`src/rtl/hc_pkg.sv`:
```
// Shared definitions for the parametrised 74-series counter family.
package hc_pkg;

  // Direction encoding on the ud input.
  localparam logic HC_UP   = 1'b1;
  localparam logic HC_DOWN = 1'b0;

  // Widest counter the family supports.
  localparam int unsigned HC_MAX_WIDTH = 32;

  // Ceiling log2; hc_clog2(1) = 0, hc_clog2(2**n) = n.
  function automatic int unsigned hc_clog2(input longint unsigned value);
    int unsigned      res;
    longint unsigned  v;
    res = 0;
    if (value > 1) begin
      v = value - 1;
      while (v > 0) begin
        res = res + 1;
        v   = v >> 1;
      end
    end
    return res;
  endfunction

endpackage

```
`src/rtl/hc_counter_mod_if.sv`:
```
// Control/data bundle of one counter stage. The master drives the controls
// and the load data; the counter (slave) returns Q, TC and WRAP.
interface hc_counter_mod_if #(
  parameter int unsigned WIDTH = 4
) ();

  logic             sr;    // synchronous clear, active-low
  logic             pe;    // parallel load, active-low
  logic             cep;   // count enable, parallel
  logic             cet;   // count enable, trickle (also gates tc)
  logic             ud;    // 1 = up, 0 = down
  logic [WIDTH-1:0] d;     // load data
  logic [WIDTH-1:0] q;     // counter value
  logic             tc;    // terminal count, combinational
  logic             wrap;  // registered wrap pulse

  modport master (
    output sr, pe, cep, cet, ud, d,
    input  q, tc, wrap
  );

  modport slave (
    input  sr, pe, cep, cet, ud, d,
    output q, tc, wrap
  );

endinterface

```
`src/rtl/hc_cnt_next.sv`:
```
// Next-value and wrap-flag generator for a modulo-MODULUS up/down counter.
// Purely combinational; also flags the two terminal positions so callers can
// build TC without repeating the comparisons.
module hc_cnt_next
  import hc_pkg::*;
#(
  parameter int unsigned     WIDTH   = 4,
  parameter longint unsigned MODULUS = 64'(1) << WIDTH
) (
  input  logic [WIDTH-1:0] q,
  input  logic             ud,
  output logic [WIDTH-1:0] nxt,
  output logic             wrap,
  output logic             at_max,
  output logic             at_zero
);

  // One extra bit keeps q+1 and MODULUS itself representable at WIDTH=32.
  localparam logic [WIDTH:0]   ModExt = (WIDTH+1)'(MODULUS);
  localparam logic [WIDTH:0]   OneExt = (WIDTH+1)'(1);
  localparam logic [WIDTH-1:0] TopVal = WIDTH'(MODULUS - 1);

  logic [WIDTH:0] q_inc;
  logic [WIDTH:0] q_dec;

  // Compute both neighbours, then pick by direction.
  always_comb begin
    q_inc   = {1'b0, q} + OneExt;
    q_dec   = {1'b0, q} - OneExt;
    // q+1 >= MODULUS also catches out-of-range loaded values.
    at_max  = (q_inc >= ModExt);
    // Borrow out of the decrement means q was zero.
    at_zero = q_dec[WIDTH];
    nxt     = q;
    wrap    = 1'b0;
    if (ud == HC_UP) begin
      if (at_max) begin
        nxt  = '0;
        wrap = 1'b1;
      end else begin
        nxt  = q_inc[WIDTH-1:0];
      end
    end else begin
      if (at_zero) begin
        nxt  = TopVal;
        wrap = 1'b1;
      end else begin
        nxt  = q_dec[WIDTH-1:0];
      end
    end
  end

endmodule

```
`src/rtl/hc_counter_mod.sv`:
```
// Presettable modulo-N up/down counter, HC161-style. Priority per edge:
// clear, load, count (CEP & CET), hold. TC is combinational for cascading
// (TC -> next stage CET); WRAP is a registered one-cycle pulse after a wrap.
module hc_counter_mod
  import hc_pkg::*;
#(
  parameter int unsigned     WIDTH   = 4,
  parameter longint unsigned MODULUS = 64'(1) << WIDTH
) (
  input  logic             cp,
  input  logic             mr,
  hc_counter_mod_if.slave  bus
);

  localparam logic [WIDTH-1:0] TopVal = WIDTH'(MODULUS - 1);

  // Reject illegal parameter combinations at elaboration.
  if (WIDTH < 1 || WIDTH > HC_MAX_WIDTH) begin : g_bad_width
    $error("hc_counter_mod: WIDTH must be 1..32");
  end
  if (MODULUS < 2 || hc_clog2(MODULUS) > WIDTH) begin : g_bad_modulus
    $error("hc_counter_mod: MODULUS must be 2..2**WIDTH");
  end

  logic [WIDTH-1:0] q_q, q_d;
  logic             wrap_q, wrap_d;
  logic [WIDTH-1:0] cnt_nxt;
  logic             cnt_wrap;
  logic             at_max;
  logic             at_zero;

  hc_cnt_next #(
    .WIDTH   (WIDTH),
    .MODULUS (MODULUS)
  ) u_cnt_next (
    .q       (q_q),
    .ud      (bus.ud),
    .nxt     (cnt_nxt),
    .wrap    (cnt_wrap),
    .at_max  (at_max),
    .at_zero (at_zero)
  );

  // Priority mux: clear beats load beats count beats hold.
  always_comb begin
    q_d    = q_q;
    wrap_d = 1'b0;
    if (!bus.sr) begin
      q_d = '0;
    end else if (!bus.pe) begin
      q_d = bus.d;
    end else if (bus.cep && bus.cet) begin
      q_d    = cnt_nxt;
      wrap_d = cnt_wrap;
    end
  end

  // Counter and wrap registers; mr clears both at once, dropping any pending wrap.
  always_ff @(posedge cp or negedge mr) begin
    if (!mr) begin
      q_q    <= '0;
      wrap_q <= 1'b0;
    end else begin
      q_q    <= q_d;
      wrap_q <= wrap_d;
    end
  end

  assign bus.q    = q_q;
  assign bus.wrap = wrap_q;
  // TC ignores cep/pe/sr so a cascade sees the terminal state of this stage alone.
  assign bus.tc   = bus.cet & ((bus.ud == HC_UP) ? at_max : at_zero);

  // A wrap always lands on one of the two ends of the range.
  wrap_lands_on_end : assert property (
    @(posedge cp) disable iff (!mr) wrap_q |-> (q_q == '0 || q_q == TopVal)
  );

endmodule
```
`src/flat_wrapper.sv`:
```
// flat-port wrapper written by rule: the top's interface ports become plain ports
module hc_counter_mod_flat import hc_pkg::*;
#(
  parameter int unsigned     WIDTH   = 4,
  parameter longint unsigned MODULUS = 64'(1) << WIDTH
)
  (cp, mr, bus_sr, bus_pe, bus_cep, bus_cet, bus_ud, bus_d, bus_q, bus_tc, bus_wrap);
  hc_counter_mod_if #(.WIDTH(WIDTH)) bus_i ();
  input  logic cp;
  input  logic mr;
  input wire logic [$bits(bus_i.sr)-1:0] bus_sr;
  input wire logic [$bits(bus_i.pe)-1:0] bus_pe;
  input wire logic [$bits(bus_i.cep)-1:0] bus_cep;
  input wire logic [$bits(bus_i.cet)-1:0] bus_cet;
  input wire logic [$bits(bus_i.ud)-1:0] bus_ud;
  input wire logic [$bits(bus_i.d)-1:0] bus_d;
  output wire logic [$bits(bus_i.q)-1:0] bus_q;
  output wire logic [$bits(bus_i.tc)-1:0] bus_tc;
  output wire logic [$bits(bus_i.wrap)-1:0] bus_wrap;
  assign bus_i.sr = bus_sr;
  assign bus_i.pe = bus_pe;
  assign bus_i.cep = bus_cep;
  assign bus_i.cet = bus_cet;
  assign bus_i.ud = bus_ud;
  assign bus_i.d = bus_d;
  assign bus_q = bus_i.q;
  assign bus_tc = bus_i.tc;
  assign bus_wrap = bus_i.wrap;
  hc_counter_mod #(.WIDTH(WIDTH), .MODULUS(MODULUS)) u_core (.cp(cp), .mr(mr), .bus(bus_i));
endmodule
```
`config.mk`:
```
export PLATFORM = sky130hd
export DESIGN_NAME = hc_counter_mod_flat
export DESIGN_NICKNAME = d
export VERILOG_FILES = /design/src/rtl/hc_pkg.sv /design/src/rtl/hc_counter_mod_if.sv /design/src/rtl/hc_cnt_next.sv /design/src/rtl/hc_counter_mod.sv /design/src/flat_wrapper.sv
export SDC_FILE = /design/constraint.sdc
export NUM_CORES = 1
export LEC_CHECK = 0
export BUFFER_PORTS_ARGS = -buffer_cell sky130_fd_sc_hd__buf_2
export CAP_MARGIN = 20
export CORE_AREA = 2 2 39 41
export DETAILED_ROUTE_END_ITERATION = 8
export DIE_AREA = 0 0 41 43
export GPL_ROUTABILITY_DRIVEN = 0
export PLACE_DENSITY_LB_ADDON = 0.12
export RECOVER_POWER = 100
export SLEW_MARGIN = 20
export SYNTH_ARGS = -nofsm -noshare
export SYNTH_HDL_FRONTEND = slang
export SYNTH_SLANG_ARGS = --single-unit
```
`constraint.sdc`:
```
create_clock -name cp -period 2.51 [get_ports cp]
set_clock_uncertainty 0.1 [all_clocks]
set_input_delay 0.502 -clock cp [delete_from_list [all_inputs] [get_ports cp]]
set_output_delay 0.502 -clock cp [all_outputs]
set_load 0.01 [all_outputs]
```
==> metrics.txt <==
P per Cell Area 470 mW/mm^2; RSZ-0062 raised after global routing false; CP endpoint kind primary output; Worst setup startpoint u_core.bus.q[0]; number of global-route vias before repair 415; R2R Setup Slk 830 ps; Leak 0.000249 uW; Synthesized Nets 65; # DRC 0; startpoint types flip-flop; met1 usage 0.230; FF+latch count, synth 5; CP Data Required Time 1910 ps; Fill cells 157; Core Box Area 0.00138 mm^2; sum of negative setup slack 0 ps; Hold WC Path Type in2reg; GR peak layer met1; Rows 14; CTS tree yes; Final Hold Fails 0; port bufs 16; Final Core Density 0.393; Multi-input gate area 256 um^2; post-synth top area share 0.298; Worst-Skew Late Latency 240 ps; top-count cell post-synth a21oi_1; Initial DRT Pass Iterations 3; Tot GR Track Use 0.160; TritonCTS Sinks 5; number of synthesized flops with an enable pin 0; worst slew pin tran 365 ps; placed cell count 84; Mapped Cells 52; Critical Path End bus_tc; Synth cell types 27; total congestion overflow 0; Ports 17; Clock Root Buffer clkbuf_4; post-route ant nets 0; CP arrival 1670 ps; # diodes 0; sw power 78.0 uW; P&R area growth vs syn 29.5%; share of layout cells above drive strength 1 0.219; worst setup path category reg2out; M3 GR Usage 0.0471; Die W 41 um; Final Cycle Share 0.907; Rel. slew slack 0.757; first-pass GRT wire length 1850 um; total number of H-tree levels 1; R2R Path Start u_core.bus.q[3]; MaxCap Viol Count 0; Detailed Place HPWL 839 um; WL/cell 12.3 um; Die H 43 um; DR vias 459; power share of the clock group 0.359; total power 256 uW; Final Max Tran Viols 0; Post-Syn Area 420 um^2; Clock Tree Buf Depth 2; Critical Path Fanout Max 4; sequential cell area 125 um^2; sequential-to-total area share from yosys stat 0.298; top cells by count, synth a21oi_1 (7), dfrtp_1 (5), inv_1 (5), o21ai_0 (5), nand2_1 (3); status complete, no violations; grt met2 use 0.209; Comb power frac 0.286; internal power 178 uW; starting density of the core 0.304; DRT iter0 DRCs 6; fin cells 89; Final nets 87; maximum operating frequency 0.439 GHz; Reg power frac 0.355; Num CTS Buffers 3; number of synthesis warnings 0; Clock transition at path regs 40 ps; vias per cell 5.16; Sw Ratio 0.305; Finish-stage setup viols 0; Async SR Flop Fraction 1.00; worst-case hold slack 414 ps; Post-Syn Area per Cell 8.08 um^2; largest area contributor in the netlist dfrtp_1; largest net degree at the start of global routing 11; initial antenna violation count 0; reg2reg path depth 5; total wire length 1100 um; ys flop type dfrtp_1; Peak VDD IR 190 uV; top cells by area, synth dfrtp_1 (30%), a21oi_1 (8.3%), ha_1 (6.0%), o21ai_0 (6.0%), inv_1 (4.5%); DIE AREA 0.00176 mm^2; min Tclk post-route 2280 ps; worst r2r dst u_core.bus.q[0]
## per-stage QoR
| step | worst slack [ps] | instance area (um^2) |
|---|---|---|
| floorplan | 480 | 420 |
| global placement | 456 | 523 |
| detailed placement | 444 | 523 |
| CTS | 169 | 559 |
| global route | 61.8 | 544 |
| finish | 234 | 544 |
## layout by cell type (no fill, tap or decap), types with 2 or more instances in the layout
cell type and instances:
buf_2 13, a21oi_1 7, clkbuf_1 7, inv_1 5, dfrtp_1 5, o21ai_0 4, nand2_1 3, clkbuf_4 3
or3b_1 2, nand4_1 2, nand3b_1 2, a22oi_1 2, ha_1 2
## cell type report
| class | count | area share |
|---|---|---|
| repair buffers | 20 | 0.179 |
| well taps | 16 | 0.0368 |
| flip-flops and latches | 5 | 0.230 |
| clock buffers | 4 | 0.0483 |
| multi-input cells | 39 | 0.471 |
| inverters | 5 | 0.0345 |
## logic make-up after synthesis
family,share of synthesized area
xor gates and xnor gates,0.0208
AOI/OAI and AO/OA,0.271
adders and majority gates,0.0595
and+or+nand+nor,0.235
buffers and inverters,0.0922
muxes,0.0238
DFF,0.298
## state kept, by name, indices dropped and copies added, names as in the netlist
| register | count |
|---|---|
| u_core.bus.q | 4 |
| u_core.bus.wrap | 1 |
## how the worst min path moves through the flow
stage	from	end	slack, ps	cells after the start
after floorplan	mr	u_core.bus.q[0]	110	0
after global placement	mr	u_core.bus.q[3]	220	1
after detailed placement	mr	u_core.bus.q[3]	220	1
after CTS	bus_d[0]	u_core.bus.q[0]	410	3
after global routing	bus_d[0]	u_core.bus.q[0]	410	3
final	bus_d[0]	u_core.bus.q[0]	410	3
## power by group through the flow
| stage | combinational [uW] | sequential [uW] | clock [uW] |
|---|---|---|---|
| 4_1_cts | 77.1 | 90.7 | 95.2 |
| 2_1_floorplan | 42.4 | 96.2 | 0 |
| 5_1_grt | 83.0 | 91.3 | 101 |
| 6_report | 73.2 | 90.9 | 91.9 |
| 3_3_place_gp | 76.3 | 92.2 | 0 |
| 3_5_place_dp | 75.3 | 91.9 | 0 |
## worst max-delay path, cell delays in order (launching register included)
cell and delay [ps]:
dfrtp_1 370, inv_1 80, ha_1 190, or3b_1 380, o21ai_1 150, and2_0 130
buf_2 120
## timing repair
action / 4_1_cts / 5_1_grt
resized for setup: 0 / 1
hold buffers: 1 / 0
hold endpoints to repair: 5 / 0
setup endpoints to repair: 0 / 1
setup buffers: 0 / 0
## metal layers
| layer | part of all wire | wire [um] |
|---|---|---|
| met5 | 0 | 0 |
| met4 | 0.0064 | 7 |
| met3 | 0.052 | 57 |
| met2 | 0.48 | 524 |
| met1 | 0.46 | 506 |
Power figures use the tool's default switching activity.
